===== config.mk =====
export PLATFORM = sky130hd
export DESIGN_NAME = axi_burst_master_flat
export DESIGN_NICKNAME = d
export VERILOG_FILES = /design/src/rtl/axi_pkg.sv /design/src/rtl/axi_burst_master_if.sv /design/src/rtl/axi_beat_counter.sv /design/src/rtl/axi_burst_master.sv /design/src/flat_wrapper.sv
export SDC_FILE = /design/constraint.sdc
export NUM_CORES = 1
export LEC_CHECK = 0
export BUFFER_PORTS_ARGS = -buffer_cell sky130_fd_sc_hd__buf_4
export CAP_MARGIN = 5
export CORE_AREA = 2 2 175 177
export CTS_CLUSTER_SIZE = 10
export DETAILED_ROUTE_END_ITERATION = 6
export DIE_AREA = 0 0 177 179
export PLACE_DENSITY = 0.44
export SLEW_MARGIN = 25
export SYNTH_ARGS = -nofsm -noshare
export SYNTH_HDL_FRONTEND = slang
export SYNTH_HIERARCHICAL = 1
export SYNTH_SLANG_ARGS = --single-unit

===== constraint.sdc =====
create_clock -name M_AXI_ACLK -period 3.1 [get_ports M_AXI_ACLK]
set_input_delay 0.31 -clock M_AXI_ACLK [delete_from_list [all_inputs] [get_ports M_AXI_ACLK]]
set_output_delay 0.31 -clock M_AXI_ACLK [all_outputs]
set_load 0.05 [all_outputs]

===== src/rtl/axi_pkg.sv =====
// Shared AXI4 types for the burst master: burst/response encodings, master FSM states
// and the 4 KB page-crossing check.
package axi_pkg;

    typedef enum logic [1:0] {
        BURST_FIXED = 2'b00,
        BURST_INCR  = 2'b01,
        BURST_WRAP  = 2'b10
    } burst_e;

    typedef enum logic [1:0] {
        RESP_OKAY   = 2'b00,
        RESP_EXOKAY = 2'b01,
        RESP_SLVERR = 2'b10,
        RESP_DECERR = 2'b11
    } resp_e;

    typedef enum logic [2:0] {
        ST_IDLE,
        ST_REJ,
        ST_AW,
        ST_WD,
        ST_BR,
        ST_AR,
        ST_RD,
        ST_DN
    } state_e;

    localparam int unsigned PAGE_BYTES = 4096;

    // True when a burst starting at page offset addr_lo runs past the end of its 4 KB page.
    function automatic logic crosses_4k(input logic [11:0] addr_lo,
                                        input logic [8:0]  beats,
                                        input int unsigned size_log2);
        int unsigned end_off;
        end_off = 32'(addr_lo) + (32'(beats) << size_log2);
        return end_off > PAGE_BYTES;
    endfunction

endpackage


===== src/rtl/axi_burst_master_if.sv =====
// AXI4 memory-mapped bus between the burst master and the interconnect.
interface axi_burst_master_if #(
    parameter int AXI_ADDR_WIDTH = 32,
    parameter int AXI_DATA_WIDTH = 64,
    parameter int AXI_ID_WIDTH   = 4
);
    logic [AXI_ADDR_WIDTH-1:0]   AWADDR;
    logic [AXI_ID_WIDTH-1:0]     AWID;
    logic [7:0]                  AWLEN;
    logic [2:0]                  AWSIZE;
    logic [1:0]                  AWBURST;
    logic                        AWVALID;
    logic                        AWREADY;

    logic [AXI_DATA_WIDTH-1:0]   WDATA;
    logic [AXI_DATA_WIDTH/8-1:0] WSTRB;
    logic                        WLAST;
    logic                        WVALID;
    logic                        WREADY;

    logic [1:0]                  BRESP;
    logic [AXI_ID_WIDTH-1:0]     BID;
    logic                        BVALID;
    logic                        BREADY;

    logic [AXI_ADDR_WIDTH-1:0]   ARADDR;
    logic [AXI_ID_WIDTH-1:0]     ARID;
    logic [7:0]                  ARLEN;
    logic [2:0]                  ARSIZE;
    logic [1:0]                  ARBURST;
    logic                        ARVALID;
    logic                        ARREADY;

    logic [AXI_DATA_WIDTH-1:0]   RDATA;
    logic [1:0]                  RRESP;
    logic [AXI_ID_WIDTH-1:0]     RID;
    logic                        RLAST;
    logic                        RVALID;
    logic                        RREADY;

    modport master (
        output AWADDR, AWID, AWLEN, AWSIZE, AWBURST, AWVALID, input AWREADY,
        output WDATA, WSTRB, WLAST, WVALID, input WREADY,
        input  BRESP, BID, BVALID, output BREADY,
        output ARADDR, ARID, ARLEN, ARSIZE, ARBURST, ARVALID, input ARREADY,
        input  RDATA, RRESP, RID, RLAST, RVALID, output RREADY
    );

    modport slave (
        input  AWADDR, AWID, AWLEN, AWSIZE, AWBURST, AWVALID, output AWREADY,
        input  WDATA, WSTRB, WLAST, WVALID, output WREADY,
        output BRESP, BID, BVALID, input BREADY,
        input  ARADDR, ARID, ARLEN, ARSIZE, ARBURST, ARVALID, output ARREADY,
        output RDATA, RRESP, RID, RLAST, RVALID, input RREADY
    );

endinterface


===== src/rtl/axi_beat_counter.sv =====
// Remaining-beat counter for one burst: loaded with the beat count, decremented per
// data handshake; o_last flags the final beat.
module axi_beat_counter #(
    parameter int MAX_BEATS = 8,
    parameter int CNT_W     = $clog2(MAX_BEATS + 1)
) (
    input  logic             clk,
    input  logic             rst_n,
    input  logic             i_load,
    input  logic [CNT_W-1:0] i_beats,
    input  logic             i_dec,
    output logic             o_last
);

    logic [CNT_W-1:0] r_count;

    // NOTE: sequential state uses non-blocking (<=) so every flop samples pre-edge values.
    always_ff @(posedge clk or negedge rst_n) begin
        if (!rst_n) begin
            r_count <= '0;
        end else if (i_load) begin
            r_count <= i_beats;
        end else if (i_dec && (r_count != '0)) begin
            r_count <= r_count - CNT_W'(1);
        end
    end

    assign o_last = (r_count == CNT_W'(1));

endmodule


===== src/rtl/axi_burst_master.sv =====
// AXI4 master issuing one outstanding INCR burst (read or write) per request, with
// ID tagging/checking and a single done/done_err pulse per burst.
module axi_burst_master
    import axi_pkg::*;
#(
    parameter int AXI_ADDR_WIDTH = 32,
    parameter int AXI_DATA_WIDTH = 64,
    parameter int AXI_ID_WIDTH   = 4,
    parameter int MAX_BEATS      = 8
) (
    input  logic                        M_AXI_ACLK,
    input  logic                        M_AXI_ARESETN,

    input  logic                        req_valid,
    output logic                        req_ready,
    input  logic                        req_is_write,
    input  logic [AXI_ADDR_WIDTH-1:0]   req_addr,
    input  logic [7:0]                  req_len,

    input  logic [AXI_DATA_WIDTH-1:0]   wr_data,
    input  logic [AXI_DATA_WIDTH/8-1:0] wr_strb,
    input  logic                        wr_valid,
    output logic                        wr_ready,

    output logic [AXI_DATA_WIDTH-1:0]   rd_data,
    output logic                        rd_last,
    output logic                        rd_valid,
    input  logic                        rd_ready,

    output logic                        done,
    output logic                        done_err,

    axi_burst_master_if.master          m_axi
);

    localparam int CNT_W     = $clog2(MAX_BEATS + 1);
    localparam int SIZE_LOG2 = $clog2(AXI_DATA_WIDTH / 8);
    localparam logic [2:0] AXI_SIZE = 3'(SIZE_LOG2);
    localparam logic [8:0] MAX_BEATS_9 = 9'(MAX_BEATS);
    localparam logic [AXI_ADDR_WIDTH-1:0] ADDR_LSB_MASK = AXI_ADDR_WIDTH'(AXI_DATA_WIDTH / 8 - 1);

    state_e                    r_state;
    logic                      r_req_ready;
    logic                      r_aw_valid;
    logic                      r_ar_valid;
    logic                      r_b_ready;
    logic                      r_done;
    logic                      r_done_err;
    logic                      r_err;
    logic [AXI_ID_WIDTH-1:0]   r_id;
    logic [AXI_ID_WIDTH-1:0]   r_issue_id;
    logic [AXI_ADDR_WIDTH-1:0] r_addr;
    logic [7:0]                r_len;

    logic [AXI_ADDR_WIDTH-1:0] w_addr_aligned;
    logic [8:0]                w_beats;
    logic                      w_accept;
    logic                      w_reject;
    logic                      w_in_wd;
    logic                      w_in_rd;
    logic                      w_w_hs;
    logic                      w_r_hs;
    logic                      w_last;
    logic                      w_load;
    logic [CNT_W-1:0]          w_load_beats;
    logic                      w_b_err;
    logic                      w_r_err;

    assign w_addr_aligned = req_addr & ~ADDR_LSB_MASK;
    assign w_beats        = 9'(req_len) + 9'd1;
    assign w_accept       = r_req_ready && req_valid;
    assign w_reject       = (w_beats > MAX_BEATS_9) ||
                            crosses_4k(w_addr_aligned[11:0], w_beats, SIZE_LOG2);
    assign w_load         = w_accept && !w_reject;
    assign w_load_beats   = CNT_W'(w_beats);

    assign w_in_wd = (r_state == ST_WD);
    assign w_in_rd = (r_state == ST_RD);
    assign w_w_hs  = w_in_wd && wr_valid && m_axi.WREADY;
    assign w_r_hs  = w_in_rd && m_axi.RVALID && rd_ready;

    assign w_b_err = (m_axi.BRESP != RESP_OKAY) || (m_axi.BID != r_issue_id);
    // RLAST must agree with our own beat count; the burst still ends on the counter.
    assign w_r_err = r_err || (m_axi.RRESP != RESP_OKAY) ||
                     (m_axi.RID != r_issue_id) || (m_axi.RLAST != w_last);

    axi_beat_counter #(
        .MAX_BEATS (MAX_BEATS),
        .CNT_W     (CNT_W)
    ) u_beat_cnt (
        .clk     (M_AXI_ACLK),
        .rst_n   (M_AXI_ARESETN),
        .i_load  (w_load),
        .i_beats (w_load_beats),
        .i_dec   (w_w_hs || w_r_hs),
        .o_last  (w_last)
    );

    always_ff @(posedge M_AXI_ACLK or negedge M_AXI_ARESETN) begin
        if (!M_AXI_ARESETN) begin
            r_state     <= ST_IDLE;
            r_req_ready <= 1'b0;
            r_aw_valid  <= 1'b0;
            r_ar_valid  <= 1'b0;
            r_b_ready   <= 1'b0;
            r_done      <= 1'b0;
            r_done_err  <= 1'b0;
            r_err       <= 1'b0;
            r_id        <= '0;
            r_issue_id  <= '0;
            r_addr      <= '0;
            r_len       <= '0;
        end else begin
            r_done     <= 1'b0;
            r_done_err <= 1'b0;
            case (r_state)
                ST_IDLE: begin
                    r_req_ready <= 1'b1;
                    if (w_accept) begin
                        r_req_ready <= 1'b0;
                        r_addr      <= w_addr_aligned;
                        r_len       <= req_len;
                        r_issue_id  <= r_id;
                        r_err       <= 1'b0;
                        if (w_reject) begin
                            r_state    <= ST_REJ;
                            r_done     <= 1'b1;
                            r_done_err <= 1'b1;
                        end else if (req_is_write) begin
                            r_state    <= ST_AW;
                            r_aw_valid <= 1'b1;
                        end else begin
                            r_state    <= ST_AR;
                            r_ar_valid <= 1'b1;
                        end
                    end
                end
                ST_REJ: begin
                    r_state     <= ST_IDLE;
                    r_req_ready <= 1'b1;
                end
                ST_AW: begin
                    if (m_axi.AWREADY) begin
                        r_aw_valid <= 1'b0;
                        r_state    <= ST_WD;
                    end
                end
                ST_WD: begin
                    if (w_w_hs && w_last) begin
                        r_b_ready <= 1'b1;
                        r_state   <= ST_BR;
                    end
                end
                ST_BR: begin
                    if (m_axi.BVALID) begin
                        r_b_ready  <= 1'b0;
                        r_done     <= 1'b1;
                        r_done_err <= w_b_err;
                        r_state    <= ST_DN;
                    end
                end
                ST_AR: begin
                    if (m_axi.ARREADY) begin
                        r_ar_valid <= 1'b0;
                        r_state    <= ST_RD;
                    end
                end
                ST_RD: begin
                    if (w_r_hs) begin
                        r_err <= w_r_err;
                        if (w_last) begin
                            r_done     <= 1'b1;
                            r_done_err <= w_r_err;
                            r_state    <= ST_DN;
                        end
                    end
                end
                ST_DN: begin
                    r_id        <= r_id + AXI_ID_WIDTH'(1);
                    r_req_ready <= 1'b1;
                    r_state     <= ST_IDLE;
                end
                default: r_state <= ST_IDLE;
            endcase
        end
    end

    assign req_ready = r_req_ready;
    assign done      = r_done;
    assign done_err  = r_done_err;

    assign m_axi.AWADDR  = r_addr;
    assign m_axi.AWID    = r_issue_id;
    assign m_axi.AWLEN   = r_len;
    assign m_axi.AWSIZE  = AXI_SIZE;
    assign m_axi.AWBURST = BURST_INCR;
    assign m_axi.AWVALID = r_aw_valid;

    // Data phases are pass-through, gated by state so nothing leaks before the address handshake.
    assign m_axi.WDATA  = wr_data;
    assign m_axi.WSTRB  = wr_strb;
    assign m_axi.WLAST  = w_in_wd && w_last;
    assign m_axi.WVALID = w_in_wd && wr_valid;
    assign wr_ready     = w_in_wd && m_axi.WREADY;

    assign m_axi.BREADY = r_b_ready;

    assign m_axi.ARADDR  = r_addr;
    assign m_axi.ARID    = r_issue_id;
    assign m_axi.ARLEN   = r_len;
    assign m_axi.ARSIZE  = AXI_SIZE;
    assign m_axi.ARBURST = BURST_INCR;
    assign m_axi.ARVALID = r_ar_valid;

    assign m_axi.RREADY = w_in_rd && rd_ready;
    assign rd_valid     = w_in_rd && m_axi.RVALID;
    assign rd_data      = m_axi.RDATA;
    assign rd_last      = w_in_rd && m_axi.RLAST;

endmodule


===== src/flat_wrapper.sv =====
// flat-port wrapper written by rule: the top's interface ports become plain ports
module axi_burst_master_flat import axi_pkg::*;
#(
    parameter int AXI_ADDR_WIDTH = 32,
    parameter int AXI_DATA_WIDTH = 64,
    parameter int AXI_ID_WIDTH   = 4,
    parameter int MAX_BEATS      = 8
)
  (M_AXI_ACLK, M_AXI_ARESETN, req_valid, req_ready, req_is_write, req_addr, req_len, wr_data, wr_strb, wr_valid, wr_ready, rd_data, rd_last, rd_valid, rd_ready, done, done_err, m_axi_AWADDR, m_axi_AWID, m_axi_AWLEN, m_axi_AWSIZE, m_axi_AWBURST, m_axi_AWVALID, m_axi_AWREADY, m_axi_WDATA, m_axi_WSTRB, m_axi_WLAST, m_axi_WVALID, m_axi_WREADY, m_axi_BRESP, m_axi_BID, m_axi_BVALID, m_axi_BREADY, m_axi_ARADDR, m_axi_ARID, m_axi_ARLEN, m_axi_ARSIZE, m_axi_ARBURST, m_axi_ARVALID, m_axi_ARREADY, m_axi_RDATA, m_axi_RRESP, m_axi_RID, m_axi_RLAST, m_axi_RVALID, m_axi_RREADY);
  axi_burst_master_if #(.AXI_ADDR_WIDTH(AXI_ADDR_WIDTH), .AXI_DATA_WIDTH(AXI_DATA_WIDTH), .AXI_ID_WIDTH(AXI_ID_WIDTH)) m_axi_i ();
  input  logic M_AXI_ACLK;
  input  logic M_AXI_ARESETN;
  input  logic req_valid;
  output logic req_ready;
  input  logic req_is_write;
  input  logic [AXI_ADDR_WIDTH-1:0] req_addr;
  input  logic [7:0] req_len;
  input  logic [AXI_DATA_WIDTH-1:0] wr_data;
  input  logic [AXI_DATA_WIDTH/8-1:0] wr_strb;
  input  logic wr_valid;
  output logic wr_ready;
  output logic [AXI_DATA_WIDTH-1:0] rd_data;
  output logic rd_last;
  output logic rd_valid;
  input  logic rd_ready;
  output logic done;
  output logic done_err;
  output wire logic [$bits(m_axi_i.AWADDR)-1:0] m_axi_AWADDR;
  output wire logic [$bits(m_axi_i.AWID)-1:0] m_axi_AWID;
  output wire logic [$bits(m_axi_i.AWLEN)-1:0] m_axi_AWLEN;
  output wire logic [$bits(m_axi_i.AWSIZE)-1:0] m_axi_AWSIZE;
  output wire logic [$bits(m_axi_i.AWBURST)-1:0] m_axi_AWBURST;
  output wire logic [$bits(m_axi_i.AWVALID)-1:0] m_axi_AWVALID;
  input wire logic [$bits(m_axi_i.AWREADY)-1:0] m_axi_AWREADY;
  output wire logic [$bits(m_axi_i.WDATA)-1:0] m_axi_WDATA;
  output wire logic [$bits(m_axi_i.WSTRB)-1:0] m_axi_WSTRB;
  output wire logic [$bits(m_axi_i.WLAST)-1:0] m_axi_WLAST;
  output wire logic [$bits(m_axi_i.WVALID)-1:0] m_axi_WVALID;
  input wire logic [$bits(m_axi_i.WREADY)-1:0] m_axi_WREADY;
  input wire logic [$bits(m_axi_i.BRESP)-1:0] m_axi_BRESP;
  input wire logic [$bits(m_axi_i.BID)-1:0] m_axi_BID;
  input wire logic [$bits(m_axi_i.BVALID)-1:0] m_axi_BVALID;
  output wire logic [$bits(m_axi_i.BREADY)-1:0] m_axi_BREADY;
  output wire logic [$bits(m_axi_i.ARADDR)-1:0] m_axi_ARADDR;
  output wire logic [$bits(m_axi_i.ARID)-1:0] m_axi_ARID;
  output wire logic [$bits(m_axi_i.ARLEN)-1:0] m_axi_ARLEN;
  output wire logic [$bits(m_axi_i.ARSIZE)-1:0] m_axi_ARSIZE;
  output wire logic [$bits(m_axi_i.ARBURST)-1:0] m_axi_ARBURST;
  output wire logic [$bits(m_axi_i.ARVALID)-1:0] m_axi_ARVALID;
  input wire logic [$bits(m_axi_i.ARREADY)-1:0] m_axi_ARREADY;
  input wire logic [$bits(m_axi_i.RDATA)-1:0] m_axi_RDATA;
  input wire logic [$bits(m_axi_i.RRESP)-1:0] m_axi_RRESP;
  input wire logic [$bits(m_axi_i.RID)-1:0] m_axi_RID;
  input wire logic [$bits(m_axi_i.RLAST)-1:0] m_axi_RLAST;
  input wire logic [$bits(m_axi_i.RVALID)-1:0] m_axi_RVALID;
  output wire logic [$bits(m_axi_i.RREADY)-1:0] m_axi_RREADY;
  assign m_axi_AWADDR = m_axi_i.AWADDR;
  assign m_axi_AWID = m_axi_i.AWID;
  assign m_axi_AWLEN = m_axi_i.AWLEN;
  assign m_axi_AWSIZE = m_axi_i.AWSIZE;
  assign m_axi_AWBURST = m_axi_i.AWBURST;
  assign m_axi_AWVALID = m_axi_i.AWVALID;
  assign m_axi_i.AWREADY = m_axi_AWREADY;
  assign m_axi_WDATA = m_axi_i.WDATA;
  assign m_axi_WSTRB = m_axi_i.WSTRB;
  assign m_axi_WLAST = m_axi_i.WLAST;
  assign m_axi_WVALID = m_axi_i.WVALID;
  assign m_axi_i.WREADY = m_axi_WREADY;
  assign m_axi_i.BRESP = m_axi_BRESP;
  assign m_axi_i.BID = m_axi_BID;
  assign m_axi_i.BVALID = m_axi_BVALID;
  assign m_axi_BREADY = m_axi_i.BREADY;
  assign m_axi_ARADDR = m_axi_i.ARADDR;
  assign m_axi_ARID = m_axi_i.ARID;
  assign m_axi_ARLEN = m_axi_i.ARLEN;
  assign m_axi_ARSIZE = m_axi_i.ARSIZE;
  assign m_axi_ARBURST = m_axi_i.ARBURST;
  assign m_axi_ARVALID = m_axi_i.ARVALID;
  assign m_axi_i.ARREADY = m_axi_ARREADY;
  assign m_axi_i.RDATA = m_axi_RDATA;
  assign m_axi_i.RRESP = m_axi_RRESP;
  assign m_axi_i.RID = m_axi_RID;
  assign m_axi_i.RLAST = m_axi_RLAST;
  assign m_axi_i.RVALID = m_axi_RVALID;
  assign m_axi_RREADY = m_axi_i.RREADY;
  axi_burst_master #(.AXI_ADDR_WIDTH(AXI_ADDR_WIDTH), .AXI_DATA_WIDTH(AXI_DATA_WIDTH), .AXI_ID_WIDTH(AXI_ID_WIDTH), .MAX_BEATS(MAX_BEATS)) u_core (.M_AXI_ACLK(M_AXI_ACLK), .M_AXI_ARESETN(M_AXI_ARESETN), .req_valid(req_valid), .req_ready(req_ready), .req_is_write(req_is_write), .req_addr(req_addr), .req_len(req_len), .wr_data(wr_data), .wr_strb(wr_strb), .wr_valid(wr_valid), .wr_ready(wr_ready), .rd_data(rd_data), .rd_last(rd_last), .rd_valid(rd_valid), .rd_ready(rd_ready), .done(done), .done_err(done_err), .m_axi(m_axi_i));
endmodule

==> run_results.csv <==
group,metric,value,unit
timing,rsz0062_at_grt,"no",
grt,globalRouteMet1Util,0.09283,
layout,seq_area,1476,sq um
place,dp_slack,-0.2707,ns
place,dp.cells,903,
clock_network,cts_tree,"yes",
timing,max_freq,342.6,MHz
pwr,vdd_drop_max,0.0004568,V
route,via_per_inst,3.628,
yosys,yosys_warnings,6,
grt,track_usage,0.08484,
yosys,yosysSeqAreaShare,0.3034,
route,wire_per_inst,14.97,microns
floorplan,initial_core_util,0.1620,
worst_setup_path,r2r_slack,0.81,ns
timing,maxSlewViolCount,0,
grt,grt_first_pass_wirelength,19.47,mm
worst_setup_path,ff2ff_path_depth,7,
grt,met3_usage,0.02990,
clock_network,cts_sinks,59,
yosys,yosysTopAreaCell,"dfrtp_1",
grt,grt_max_degree,60,
grt,antenna_found_initial,0,
worst_setup_path,cp-end-kind,"flop",
route,wl,13.79,mm
layout,stdcell_count,921,
worst_setup_path,crit_start,"req_len[0]",
yosys,avgSynthCellArea,9.635,sq um
clock_network,clock_latency,0.34,ns
timing,clock-skew-final,0.007969,ns
yosys,syn_area,4866,sq um
yosys,synth_area_leaders,"dfrtp_1 30%, buf_4 30%, mux2_2 10%",
worst_setup_path,r2r-start,"u_core/r_state[0]",
worst_setup_path,crit_fanout,8,
layout,fin_nets,736,
worst_setup_path,critPathKind,"in -> reg",
timing,worst_slack,0.1809,ns
layout,multi_input_area,2009,sq um
grt,use_met2,0.1380,
worst_hold_path,hold_path.class,"in -> async",
timing,finalSetupViolations,0,
clock_network,cts_htree_levels,3,
run_status,status,"completed",
yosys,synth.most_common_cell,"buf_4",
route,drt_iter0_drc,143,
timing,period_minus_slack,2.919,ns
route,drc,0,
worst_setup_path,path_cells,"buf_4, ha_4, nand4_1, or2_4, xnor2_4, ha_4, a21oi_4, o21ai_2, or3_4, a2111oi_4, a21oi_2, nor3_2, buf_4, nor3_2, a221o_1",
timing,tightest_slew,0.8412,ns
yosys,synth_top_area_frac,0.3034,
route,antenna_left,0,
floorplan,core,30030,sq um
place,io_buffers,154,
flow_run,maxCapViolations,0,
layout,final_util,0.1929,
floorplan,rows,64,
pwr,p_leak,2.633,nW
floorplan,die_w,177,microns
route,vias,3341,
pwr,power_density,1168,nW/um^2
yosys,ys_seq_elements,59,
clock_network,clkSlewWorstSetupHoldPaths,0.07,ns
clock_network,cts_buffers,9,
pwr,power.total,6.766,mW
worst_setup_path,critPathSlowestCell,"or3_4",
yosys,ys_async_sr_fraction,1.000,
floorplan,die-area,31680,sq um
route,drt_pass1_iterations,4,
grt,grt_pass1_vias,3185,
layout,fillerInstances,3301,
timing,period_share,0.9416,
yosys,netlist_top_cells_count,"194 x buf_4, 59 x dfrtp_1, 43 x mux2_2",
grt,overflow,0,
place,gp_congestion,0.8064,
yosys,syn_inst,505,
layout,antenna_cells,0,
timing,slew_headroom,0.4392,
worst_setup_path,crit_required,3.32,ns
timing,finalHoldViolations,0,
clock_network,cts_root_buffer,"clkbuf_16",
worst_setup_path,rr_endpoint,"u_core/u_beat_cnt/r_count[3]",
grt,top_usage_layer,"met2",
clock_network,cts_buffer_depth,2,
worst_setup_path,crit_path_start_kind,"primary input",
place,dpl.hpwl,10.78,mm
layout,drive_above_1_share,0.5276,
floorplan,ios,446,
yosys,synthFlopType,"dfrtp_1",
floorplan,dieHeight,179,microns
worst_setup_path,crit_path_end,"u_core/u_beat_cnt/r_count[3]",
yosys,synth_edf_count,0,
worst_setup_path,slowest_delay,0.40,ns
yosys,synth_cell_types,59,
worst_setup_path,critPathArrivalTime,3.14,ns
layout,syn_to_final_growth,19.03,%
-- layer usage --
layer,part of all wire,routed length [microns],vias to the layer above
met4,0.055,761,0
li1,-,-,1558
met5,0,0,-
met2,0.49,6799,143
met3,0.073,1011,70
met1,0.38,5214,1570
-- area by class of cell --
| class | instances | share of cell area |
|---|---|---|
| Multi-Input combinational cell | 249 | 0.3469 |
| Sequential cell | 59 | 0.2549 |
| Timing Repair Buffer | 195 | 0.2549 |
| Tap cell | 396 | 0.08555 |
| Clock buffer | 10 | 0.04126 |
| Clock inverter | 6 | 0.01253 |
| Inverter | 6 | 0.003889 |
-- repair_timing --
action	4_1_cts	5_1_grt
gates resized for setup	0	4
hold buffers	0	0
endpoints found under the setup margin	0	4
buffers inserted	0	2
-- state kept, by name, indices dropped and copies added, names as in the netlist --
signal / cells
u_core/m_axi.ARADDR: 29
u_core/done: 1
u_core/req_ready: 1
u_core/r_id: 4
u_core/m_axi.ARVALID: 1
u_core/r_state: 3
u_core/r_err: 1
u_core/m_axi.ARLEN: 8
u_core/m_axi.ARID: 4
u_core/m_axi.BREADY: 1
u_core/u_beat_cnt/r_count: 4
u_core/m_axi.AWVALID: 1
u_core/done_err: 1
-- cells by family (layout without fill, tap and decap cells) --
kind of cell / count (synthesis) / after routing / synth area share
buf+inv: 211 / 217 / 0.3137
simple gates: 93 / 93 / 0.1080
flops: 59 / 59 / 0.3034
compound gates: 56 / 56 / 0.08537
mux: 46 / 46 / 0.1057
xor+xnor: 22 / 22 / 0.03960
fa+ha+maj: 16 / 16 / 0.04268
other cells: 2 / 16 / 0.001543
-- worst min path at each step --
stage,slack (ns),depth (start not counted),from,endpoint
2_1_floorplan,0.01,0,M_AXI_ARESETN,u_core/done
3_3_place_gp,0.46,1,u_core/r_id[3],u_core/r_id[3]
5_1_grt,0.14,1,M_AXI_ARESETN,u_core/m_axi.ARID[3]
6_report,0.07,1,M_AXI_ARESETN,u_core/m_axi.ARID[3]
3_5_place_dp,0.46,1,u_core/r_id[3],u_core/r_id[3]
4_1_cts,0.11,1,M_AXI_ARESETN,u_core/m_axi.ARLEN[5]
-- cell usage in the layout, fill, tap and decap left out, types with 3 or more instances in the layout --
cell type,count
nand3_1,11
nand4_1,5
o21ai_1,3
dfrtp_1,59
nor3b_1,5
ha_1,13
xor2_1,11
inv_1,6
nor4_1,4
mux2i_1,3
conb_1,16
o211ai_1,3
clkbuf_16,9
mux2_2,43
xnor2_1,10
o21ai_0,6
buf_4,194
a21o_1,4
nor3_1,8
o31ai_1,4
nand2_1,15
and2_1,6
or2_2,3
nor2_1,11
nor2b_1,3
a21oi_1,14
-- critical path: cells and delay by family --
family                     cells  cell delay (ns)
and+or+nand+nor                5             0.94
AOI/OAI and AO/OA              5             1.05
adders and majority gates      2             0.39
xor gates and xnor gates       1             0.15
buffers and inverters          2             0.29
-- power by group --
part	internal, mW	switching [mW]	total, mW
combinational	1.38	2.80	4.18
sequential	1.13	0.386	1.51
clock	0.653	0.423	1.08
total	3.15	3.61	6.77
-- per-stage QoR --
step | instance area (sq um) | setup TNS, ns | hold WS, ns
after global routing | 5792 | 0 | 0.1362
after CTS | 5742 | 0 | 0.1111
after global placement | 5430 | -0.6609 | 0.4579
after floorplan | 4981 | -0.4037 | 0.01441
final | 5792 | 0 | 0.06501
after detailed placement | 5430 | -0.8915 | 0.4625
Note: power is estimated with default switching activity, not from simulation.
